`config.mk`:
```
export PLATFORM = sky130hd
export DESIGN_NAME = ble_ram_arbiter
export DESIGN_NICKNAME = d
export VERILOG_FILES = /design/src/rtl/ble_ram_arbiter.sv
export SDC_FILE = /design/constraint.sdc
export NUM_CORES = 1
export LEC_CHECK = 0
export BUFFER_PORTS_ARGS = -buffer_cell sky130_fd_sc_hd__buf_4
export CAP_MARGIN = 20
export CORE_AREA = 2 2 110 91
export DETAILED_ROUTE_END_ITERATION = 6
export DIE_AREA = 0 0 112 93
export PLACE_DENSITY_LB_ADDON = 0.25
export SYNTH_ARGS = -nofsm -noshare
export SYNTH_HDL_FRONTEND = slang
export SYNTH_SLANG_ARGS = --single-unit
```
`constraint.sdc`:
```
create_clock -name i_wb_clk -period 2.6 [get_ports i_wb_clk]
set_clock_uncertainty 0.1 [all_clocks]
set_input_delay 0.13 -clock i_wb_clk [delete_from_list [all_inputs] [get_ports i_wb_clk]]
set_output_delay 0.13 -clock i_wb_clk [all_outputs]
set_load 0.01 [all_outputs]
```
`src/rtl/ble_ram_arbiter.sv`:
```
// Arbitrates the servant_ram Wishbone port between the SERV CPU bus and a BLE UART-RX byte stream.
// Define BLE_ARB_STATUS_EN to add a CPU-visible status register at STATUS_ADR.
module ble_ram_arbiter #(
    parameter logic [31:0] BUF_BASE   = 32'h0000_1000,
    parameter int unsigned BUF_SIZE   = 1024,
    parameter int unsigned FIFO_DEPTH = 4,
    parameter int unsigned URGENT_LVL = 3,
    parameter logic [31:0] STATUS_ADR = 32'hC000_0010
) (
    input  logic                        i_wb_clk,
    input  logic                        i_wb_rst,
    input  logic                        i_rx_valid,
    input  logic [7:0]                  i_rx_data,
    input  logic [31:0]                 i_cpu_adr,
    input  logic [31:0]                 i_cpu_dat,
    input  logic [3:0]                  i_cpu_sel,
    input  logic                        i_cpu_we,
    input  logic                        i_cpu_cyc,
    output logic [31:0]                 o_cpu_rdt,
    output logic                        o_cpu_ack,
    output logic [31:0]                 o_ram_adr,
    output logic [31:0]                 o_ram_dat,
    output logic [3:0]                  o_ram_sel,
    output logic                        o_ram_we,
    output logic                        o_ram_cyc,
    input  logic [31:0]                 i_ram_rdt,
    input  logic                        i_ram_ack,
    output logic [$clog2(BUF_SIZE)-1:0] o_wr_ptr,
    output logic                        o_overflow
);

    localparam int unsigned PTR_W = $clog2(BUF_SIZE);
    localparam int unsigned FA_W  = $clog2(FIFO_DEPTH);
    localparam int unsigned LVL_W = FA_W + 1;

    typedef enum logic [1:0] {IDLE, CPU, RX} state_t;

    state_t            state;
    logic [7:0]        fifo_mem [FIFO_DEPTH];
    logic [FA_W-1:0]   rd_idx;
    logic [FA_W-1:0]   wr_idx;
    logic [LVL_W-1:0]  level;
    logic [PTR_W-1:0]  wr_ptr;
    logic              overflow;

    logic [31:0]       rx_adr;
    logic [31:0]       rx_dat;
    logic [3:0]        rx_sel;
    logic              rx_cyc;

    logic              stat_sel;
    logic              stat_ack;
    logic [31:0]       stat_rdt;

    logic              fifo_empty;
    logic              fifo_full;
    logic              urgent;
    logic              pop;
    logic              push_ok;
    logic              cpu_own;
    logic              is_status;
    logic [7:0]        rx_head;
    logic [31:0]       head_adr;

    assign fifo_empty = (level == '0);
    assign fifo_full  = (level == LVL_W'(FIFO_DEPTH));
    assign urgent     = !fifo_empty && (level >= LVL_W'(URGENT_LVL));
    assign pop        = (state == RX) && i_ram_ack;
    // A full FIFO still accepts a byte when its head leaves on the same edge
    assign push_ok    = i_rx_valid && (!fifo_full || pop);
    assign rx_head    = fifo_mem[rd_idx];
    assign head_adr   = BUF_BASE + 32'(wr_ptr);

`ifdef BLE_ARB_STATUS_EN
    assign is_status = (i_cpu_adr[31:2] == STATUS_ADR[31:2]);
`else
    logic unused_status_adr;
    assign is_status         = 1'b0;
    assign unused_status_adr = ^STATUS_ADR;
`endif

    // CPU owns the RAM bus combinationally; RX drives it from registers
    assign cpu_own   = (state == CPU) && !stat_sel;
    assign o_ram_adr = cpu_own ? i_cpu_adr : rx_adr;
    assign o_ram_dat = cpu_own ? i_cpu_dat : rx_dat;
    assign o_ram_sel = cpu_own ? i_cpu_sel : rx_sel;
    assign o_ram_we  = cpu_own ? i_cpu_we  : rx_cyc;
    assign o_ram_cyc = cpu_own ? i_cpu_cyc : rx_cyc;
    assign o_cpu_rdt = cpu_own ? i_ram_rdt : stat_rdt;
    assign o_cpu_ack = cpu_own ? i_ram_ack : stat_ack;
    assign o_wr_ptr   = wr_ptr;
    assign o_overflow = overflow;

    // FIFO storage carries no reset; its level counter defines validity
    always_ff @(posedge i_wb_clk) begin
        if (push_ok) begin
            fifo_mem[wr_idx] <= i_rx_data;
        end
    end

    always_ff @(posedge i_wb_clk) begin
        if (i_wb_rst) begin
            state    <= IDLE;
            rd_idx   <= '0;
            wr_idx   <= '0;
            level    <= '0;
            wr_ptr   <= '0;
            overflow <= 1'b0;
            rx_adr   <= '0;
            rx_dat   <= '0;
            rx_sel   <= '0;
            rx_cyc   <= 1'b0;
            stat_sel <= 1'b0;
            stat_ack <= 1'b0;
            stat_rdt <= '0;
        end else begin
            if (push_ok) begin
                wr_idx <= wr_idx + FA_W'(1);
            end
            unique case ({push_ok, pop})
                2'b10:   level <= level + LVL_W'(1);
                2'b01:   level <= level - LVL_W'(1);
                default: level <= level;
            endcase

            unique case (state)
                IDLE: begin
                    if (urgent || (!i_cpu_cyc && !fifo_empty)) begin
                        state  <= RX;
                        rx_adr <= head_adr;
                        rx_dat <= {4{rx_head}};
                        rx_sel <= 4'b0001 << head_adr[1:0];
                        rx_cyc <= 1'b1;
                    end else if (i_cpu_cyc) begin
                        state <= CPU;
                        if (is_status) begin
                            stat_sel <= 1'b1;
                            stat_ack <= 1'b1;
                            stat_rdt <= {overflow, 15'b0, 16'(wr_ptr)};
                        end
                    end
                end
                CPU: begin
                    if (stat_sel) begin
                        state    <= IDLE;
                        stat_sel <= 1'b0;
                        stat_ack <= 1'b0;
                        stat_rdt <= '0;
                        if (i_cpu_we) begin
                            overflow <= 1'b0;
                        end
                    end else if (i_ram_ack) begin
                        state <= IDLE;
                    end
                end
                RX: begin
                    if (i_ram_ack) begin
                        state  <= IDLE;
                        rd_idx <= rd_idx + FA_W'(1);
                        wr_ptr <= wr_ptr + PTR_W'(1);
                        rx_adr <= '0;
                        rx_dat <= '0;
                        rx_sel <= '0;
                        rx_cyc <= 1'b0;
                    end
                end
                default: state <= IDLE;
            endcase

            // A dropped byte sets the flag even if a status write clears it this cycle
            if (i_rx_valid && !push_ok) begin
                overflow <= 1'b1;
            end
        end
    end

endmodule

```
After elaboration in Yosys (flattened, before gate mapping):

Memory sizes are Yosys's and may differ from the RTL's. A register that Yosys moved wholly into a read port is not among the register bits.
Index checks and enable logic that the tools add are counted.

* flip-flop bits (word level): 89
* memory bits (writable): 32
* bits of input ports: 114
* output and inout port bits: 114
* logic and storage cells: 78
* memories: 1

Memory list
* fifo_mem: depth 4, bits a word 8, rd ports 1, clocked after memory_dff 1, write ports 1, RTL line 39 `logic [7:0] fifo_mem [FIFO_DEPTH];`

* $add $sub $neg: 6
* order comparisons: 1
* equality and inequality tests: 9
* shift-type cells: 1
* muxes and demuxes: 28
* reductions and logical operators: 22

Operators by type and width (count)
* $mux W32: 6
* $pmux W32 S2: 2
* $add A13 B10 Y14 const A: 1
* $mux W4: 3
* $add A10 B1 Y10 const B: 1
* $mux W2: 5
* $mux W1: 8
* $pmux W4 S2: 1
* $reduce_bool A2 Y1: 4
* $pmux W3 S2: 1
* $reduce_and A3 Y1: 2
* $logic_and A1 B1 Y1: 5
* $add A2 B1 Y2 const B: 2
* $eq A2 B1 Y1 const B: 2
* $eq A2 B2 Y1 const B: 2
* $logic_not A1 Y1: 4
* $ne A2 B2 Y1 const B: 2
* $pmux W2 S2: 1
* $reduce_and A2 Y1: 2
* $shl A1 B2 Y4 const A: 1
* $add A3 B1 Y3 const B: 1
* $eq A3 B3 Y1 const B: 1
* $ge A3 B2 Y1 const B: 1
* $logic_not A3 Y1: 1
* 7 further kinds: 8

Logic depth before layout (Yosys ltp):

Gate-level depths: netlist of run 1.

* depth in word-level cells: 8
* mapped depth: 8
* depth with buffers taken out: 7

Worst setup path after synthesis of run 1:

OpenSTA, ideal clock, no wires.

* path kind: flip-flop to flip-flop
* start point: register state[0]
* end point: register level[2]
* setup time: 115 ps
* arrival time: 1949 ps
* data required time: 2385 ps
* path slack: 437 ps
* stages on the path, launching flop included: 9
* buffers on the path: 1
* clock period less this slack: 2163 ps
* cells stage by stage: dfxtp_1 inv_1 ha_1 and3b_1 clkbuf_1 fa_1 and4bb_2 a211oi_1 a2111oi_0

* cells in the longest elaborated chain, start to end: 6
* elaborated cells on any way between the ends: 8
* classes of those cells: eq/ne (3); mux (1); reduce/logical (4)

RTL lines
* start: declaration: RTL line 38 `state_t state;`
* start signal: assignment: RTL line 103 `state <= IDLE;`
* start signal: assignment: RTL line 129 `state <= RX;`
* start signal: assignment: RTL line 135 `state <= CPU;`
* $eq A2 B2 Y1 (*): RTL line 68 `assign pop = (state == RX) && i_ram_ack;`
* $logic_and A1 B1 Y1 (*): RTL line 68
* $logic_or A1 B1 Y1: RTL line 70 `assign push_ok = i_rx_valid && (!fifo_full || pop);`
* $logic_and A1 B1 Y1: RTL line 70
* $eq A2 B1 Y1 or $eq A2 B2 Y1 (tied branches): RTL line 120 `unique case ({push_ok, pop})`
* $pmux W3 S2 or $reduce_bool A2 Y1 (tied branches)
* end signal: assignment: RTL line 121 `2'b10: level <= level + LVL_W'(1);`
* end signal: assignment: RTL line 122 `2'b01: level <= level - LVL_W'(1);`
* end signal: assignment: RTL line 123 `default: level <= level;`
* end: declaration: RTL line 42 `logic [LVL_W-1:0] level;`

Every way passes the cells marked *; elsewhere a longest branch is shown, timed or not.
A chain may end at the register's enable or synchronous reset.

Final worst setup path of run 1:

Same ends and word-level chain as after synthesis.

==> flow_metrics.py, run 1 <==
metrics = {
    "grt": {
        "antenna_found_initial": 0,
        "grt_pass1_wl_mm": 18.93,
        "grt.total_usage_pct": 22.40,
        "overflow": 0,
        "grt_pass1_vias": 3740,
        "grt_max_degree": 76,
    },
    "yosys": {
        "synthAdderAreaFrac_pct": 3.826,
        "synthCells": 452,
        "ys_seq_area_share_pct": 45.19,
        "synth_compound_area_share_pct": 10.87,
        "synth.net_count": 578,
        "async_flop_share_pct": 0,
        "synth_mux_area_share_pct": 7.167,
        "syn_area_um2": 4120,
        "synth_cell_types": 49,
        "synth_xor_area_share_pct": 0.8503,
        "avgSynthCellArea_um2": 9.115,
        "yosysTopAreaCell": "edfxtp_1",
        "netlist_top_cells_area": "edfxtp_1, dfxtp_1, nand2_1",
        "synth_top_cell_area_share_pct": 23.32,
        "ys_seq_elements": 77,
        "yosys_warnings": 0,
        "yosys.area_share.simple_pct": 26.06,
        "synth_top_family_by_area": "simple AND/OR/NAND/NOR gates",
        "synth_ff_type": "dfxtp_1",
        "synth_edf_count": 32,
    },
    "setup_path": {
        "rr_worst_depth": 7,
        "crit_required_ns": 2.70,
        "endpoint": "level[2]",
        "start_kind": "flop",
        "timing.rr.end": "level[2]",
        "cp_max_fo": 5,
        "rr_startpoint": "state[0]",
        "critPathKind": "flop to flop",
        "cp-end-kind": "flop",
        "arrival_ns": 2.45,
        "r2r_slack_ns": 0.25,
        "cp-startpoint": "state[0]",
    },
    "min_path": {
        "min_path_type": "input port to flop",
        "min-delay-start": "i_ram_ack",
    },
    "die": {
        "boundaryPins": 228,
        "core_um2": 9369,
        "dieHeight_um": 93,
        "row_count": 32,
        "initial_utilization_pct": 43.98,
        "fp.dieArea_um2": 10420,
        "dieWidth_um": 112,
    },
    "detailed_routing": {
        "ant_nets": 0,
        "wire_per_inst_um": 14.96,
        "wl_mm": 11.91,
        "dr.pass1.iters": 5,
        "dr.first_iter.drc_count": 183,
        "top_layer": "met4",
        "drcViolationCount": 0,
        "dr_wl_met2_mm": 5.826,
        "met3RoutedLength_um": 720,
        "wl_met1_mm": 5.257,
        "vias_per_cell": 4.997,
        "num_vias": 3978,
    },
    "clocking": {
        "cts_max_level": 3,
        "cts-root-buf": "clkbuf_16",
        "cts.clk_slew.worst_paths_ns": 0.06,
        "post_cts.repair.setup_buffers": 0,
        "cts.sinks": 77,
        "ctsLongestPathBuffers": 2,
        "cts_tree": "yes",
        "clk_latency_ns": 0.33,
        "cts_buffers": 9,
    },
    "timing": {
        "slew_headroom_pct": 34.16,
        "setup_tns_ns": 0,
        "drv_slew": 0,
        "grt_setup_unrepaired": "false",
        "hold_viol": 0,
        "tightest_slew_ns": 0.9866,
        "fin_crit_sh_pct": 90.37,
        "setup_viol": 0,
        "clock.fmax_mhz": 425.6,
        "period_needed_ns": 2.350,
    },
    "layout": {
        "layout_commonest_cell": "buf_4",
        "multiInputGateArea_um2": 2022,
        "n_antenna_cell": 0,
        "drive_gt1_share_pct": 39.73,
        "seqCellArea_um2": 1862,
        "nNetsFinal": 798,
        "syn_to_final_growth_pct": 52.29,
        "layout_common_cells": "buf_4, nand2_1, and2_1",
        "fillers": 756,
    },
    "pwr": {
        "power_mw": 4.681,
        "p_leak_nw": 2.903,
        "ir_drop_mv": 0.3674,
        "power_density_nw_per_um2": 746.0,
    },
    "run": {
        "drv_cap": 0,
    },
    "placed_design": {
        "hpwl_mm": 9.049,
        "place.gp.congestion": 0.8290,
        "port_buffers": 227,
    },
    "run_status": {
        "status": "complete, no violations",
    },
}
## cell families (layout without fill, tap and decap cells)
family,count (synthesis),after routing
compound gates,60,60
xor+xnor,4,4
fa+ha+maj,12,12
buf+inv,62,287
flops,77,77
mux,19,19
simple gates,218,218
## state kept, by name (all words and copies together), names as in the netlist, named ones only
signal	count
o_overflow	1
state	2
level	3
rx_sel	4
fifo_mem	32
o_wr_ptr	10
rd_idx	2
rx_adr	11
wr_idx	2
rx_dat	8
## worst min-delay path by stage
stage	slack (ns)	end	cells past startpoint
finish	0.08	o_wr_ptr[1]	3
floorplan	0.13	fifo_mem[0][0]	0
CTS	0.07	o_wr_ptr[1]	3
global placement	0.24	fifo_mem[2][7]	1
detailed placement	0.24	fifo_mem[2][1]	1
global route	0.08	o_wr_ptr[1]	3
## repair_timing
action	4_1_cts	5_1_grt
hold endpoints to repair	32	0
gates resized for setup	0	0
hold buffers	8	0
## routing by layer
metal	GRT usage [%]	vias up
li1	-	1976
met1	30.12	1855
met2	37.58	135
met3	4.925	12
met4	4.878	0
met5	0	-
## through the flow
step	worst slack, ns	hold WS, ns	instances	util (%)	instance area (um2)
3_3_place_gp	0.4081	0.2416	772	63.01	5903
3_5_place_dp	0.3234	0.2431	772	63.01	5903
6_report	0.2504	0.08218	796	66.97	6275
2_1_floorplan	0.4370	0.1289	452	-	4120
4_1_cts	0.2426	0.06933	796	66.97	6275
5_1_grt	0.1563	0.08478	796	66.97	6275
## power breakdown
group          internal (mW)  switching [mW]
Combinational           1.04            1.04
Sequential              1.33          0.0539
Clock                  0.741           0.473
## critical path, stage by stage (launching register included)
cell and delay [ns]:
dfxtp_1 0.39, inv_1 0.09, ha_1 0.22, and3b_1 0.24, fa_1 0.41, and4bb_2 0.33, a211oi_1 0.06, a2111oi_0 0.39
## layout make-up
type / count / area share, %
clock buffers: 10 / 3.649
clock inverters: 6 / 0.9970
inverters: 31 / 1.854
multi-input cells: 313 / 32.22
flip-flops and latches: 77 / 29.67
well taps: 119 / 2.373
repair buffers: 240 / 29.23
## synth_stat cells, types with 2 or more instances
cell type / instances
nand4_1: 2
inv_1: 31
dfxtp_1: 45
nand3_1: 4
mux2i_1: 7
a21oi_1: 8
nor3_1: 3
nor2b_1: 2
edfxtp_1: 32
buf_1: 3
or3_1: 4
mux2_2: 4
a211oi_1: 2
buf_2: 6
nand2_1: 115
nor2_1: 9
mux4_2: 8
and2_1: 59
buf_4: 2
o32ai_1: 23
o211ai_1: 2
o21ai_0: 14
or2_2: 2
clkbuf_1: 19
nand2b_1: 10
xor2_1: 3
ha_1: 11
(Power assumes the default switching activity.)
==> run 2, diff against run 1 <==
- MAX_ROUTING_LAYER: unset -> met4
==> run 2 against run 1 <==
  * Design area is the same
  * Largest cell class unchanged
  * Final cell count unchanged
  * Register-to-register slack hardly changed
  * Largest power group unchanged
  * Sequential cell count stayed put
==> flow_metrics.py, run 2 (same netlist as run 1, synthesis figures left out) <==
metrics = {
    "run_status": {
        "status": "complete, no violations",
    },
    "timing": {
        "slew_headroom_pct": 31.65,
        "hold_viol": 0,
        "setup_tns_ns": 0,
        "fin_crit_sh_pct": 90.54,
        "period_needed_ns": 2.354,
        "setup_viol": 0,
        "drv_slew": 0,
        "clock.fmax_mhz": 424.8,
        "tightest_slew_ns": 1.024,
        "grt_setup_unrepaired": "false",
    },
    "run": {
        "drv_cap": 0,
    },
    "min_path": {
        "min_path_type": "input port to flop",
    },
    "setup_path": {
        "crit_required_ns": 2.70,
        "cp_max_fo": 5,
        "cpLargestDelayFamily": "adder cells",
        "cp.buffers_inverters": 1,
        "crit_chain": "inv_1 > ha_1 > and3b_1 > fa_1 > and4bb_2 > a211oi_1 > a2111oi_0",
        "cp-end-kind": "flop",
        "cpPeakStageDelay_ns": 0.41,
        "arrival_ns": 2.46,
        "critPathKind": "flop to flop",
        "start_kind": "flop",
        "slowest_stage": "fa_1",
    },
    "pwr": {
        "p_leak_nw": 2.903,
        "power_density_nw_per_um2": 746.3,
        "ir_drop_mv": 0.3691,
    },
    "placed_design": {
        "hpwl_mm": 9.049,
        "port_buffers": 227,
        "place.gp.congestion": 0.8417,
    },
    "die": {
        "dieWidth_um": 112,
        "row_count": 32,
        "fp.dieArea_um2": 10420,
        "core_um2": 9369,
        "boundaryPins": 228,
        "initial_utilization_pct": 43.98,
        "dieHeight_um": 93,
    },
    "grt": {
        "antenna_found_initial": 0,
        "grt_pass1_vias": 3733,
        "grt_max_degree": 76,
        "grt_pass1_wl_mm": 18.97,
        "grt.total_usage_pct": 23.15,
        "overflow": 0,
    },
    "detailed_routing": {
        "dr.first_iter.drc_count": 180,
        "num_vias": 3959,
        "ant_nets": 0,
        "wire_per_inst_um": 15.05,
        "dr.pass1.iters": 4,
        "drcViolationCount": 0,
        "wl_mm": 11.98,
        "vias_per_cell": 4.974,
    },
    "layout": {
        "nNetsFinal": 798,
        "n_antenna_cell": 0,
        "layout_commonest_cell": "buf_4",
        "regMostFlops": "fifo_mem",
        "syn_to_final_growth_pct": 52.29,
        "largest_reg_flops": 32,
        "layout_common_cells": "buf_4, nand2_1, and2_1",
        "final_core_util_pct": 66.97,
        "drive_gt1_share_pct": 39.73,
    },
    "clocking": {
        "ctsLongestPathBuffers": 2,
        "cts_tree": "yes",
        "cts-root-buf": "clkbuf_16",
        "cts_max_level": 3,
        "post_cts.repair.setup_buffers": 0,
        "cts.clk_slew.worst_paths_ns": 0.06,
        "cts.sinks": 77,
        "post_cts_resized": 0,
        "cts_buffers": 9,
        "cts.hold.buffers_added": 8,
        "clk_latency_ns": 0.33,
    },
}
==> run 2: power breakdown <==
part           total [mW]  switching [mW]  internal [mW]
clock                1.21           0.472          0.741
sequential           1.39          0.0542           1.33
combinational        2.08            1.04           1.04
==> run 2: final timing paths <==
check | depth (start not counted) | startpoint | to | slack (ns)
hold reg to reg | 2 | rx_dat[30] | rx_dat[30] | 0.38
hold / removal | 3 | i_ram_ack | o_wr_ptr[1] | 0.08
setup reg to reg | 7 | state[0] | level[2] | 0.25
setup / recovery | 7 | state[0] | level[2] | 0.25
==> run 2: area by class of cell <==
class,instances,area [um2]
Fill cell,756,3094
Multi-Input combinational cell,313,2022
Sequential cell,77,1862
Timing Repair Buffer,240,1834
Clock buffer,10,229.0
Tap cell,119,148.9
Inverter,31,116.4
Clock inverter,6,62.56
==> run 2: layer usage <==
layer	part of all wire, %	GRT usage [%]	vias up
li1	-	-	1976
met1	45	30.57	1859
met2	49	37.17	116
met3	5.6	5.509	8
met4	0.57	4.472	0
met5	0	-	-
==> run 2: per-stage QoR <==
stage | instances | power (mW) | area, um2 | hold slack, ns | worst slack (ns)
after floorplan | 452 | 2.477 | 4120 | 0.1289 | 0.4370
after global placement | 772 | 3.447 | 5903 | 0.2416 | 0.4081
after detailed placement | 772 | 3.487 | 5903 | 0.2431 | 0.3234
after CTS | 796 | 4.721 | 6275 | 0.06933 | 0.2426
after global routing | 796 | 4.947 | 6275 | 0.08206 | 0.1563
final | 796 | 4.683 | 6275 | 0.08052 | 0.2461
==> run 2: worst reg2reg max path, delay by kind of cell (launching register included) <==
kind | cells | cell delay (ns)
AND/OR/NAND/NOR | 2 | 0.57
flip-flops | 1 | 0.39
adder cells (fa/ha/maj) | 2 | 0.63
buffers and inverters | 1 | 0.09
AO/OA/AOI/OAI | 2 | 0.45
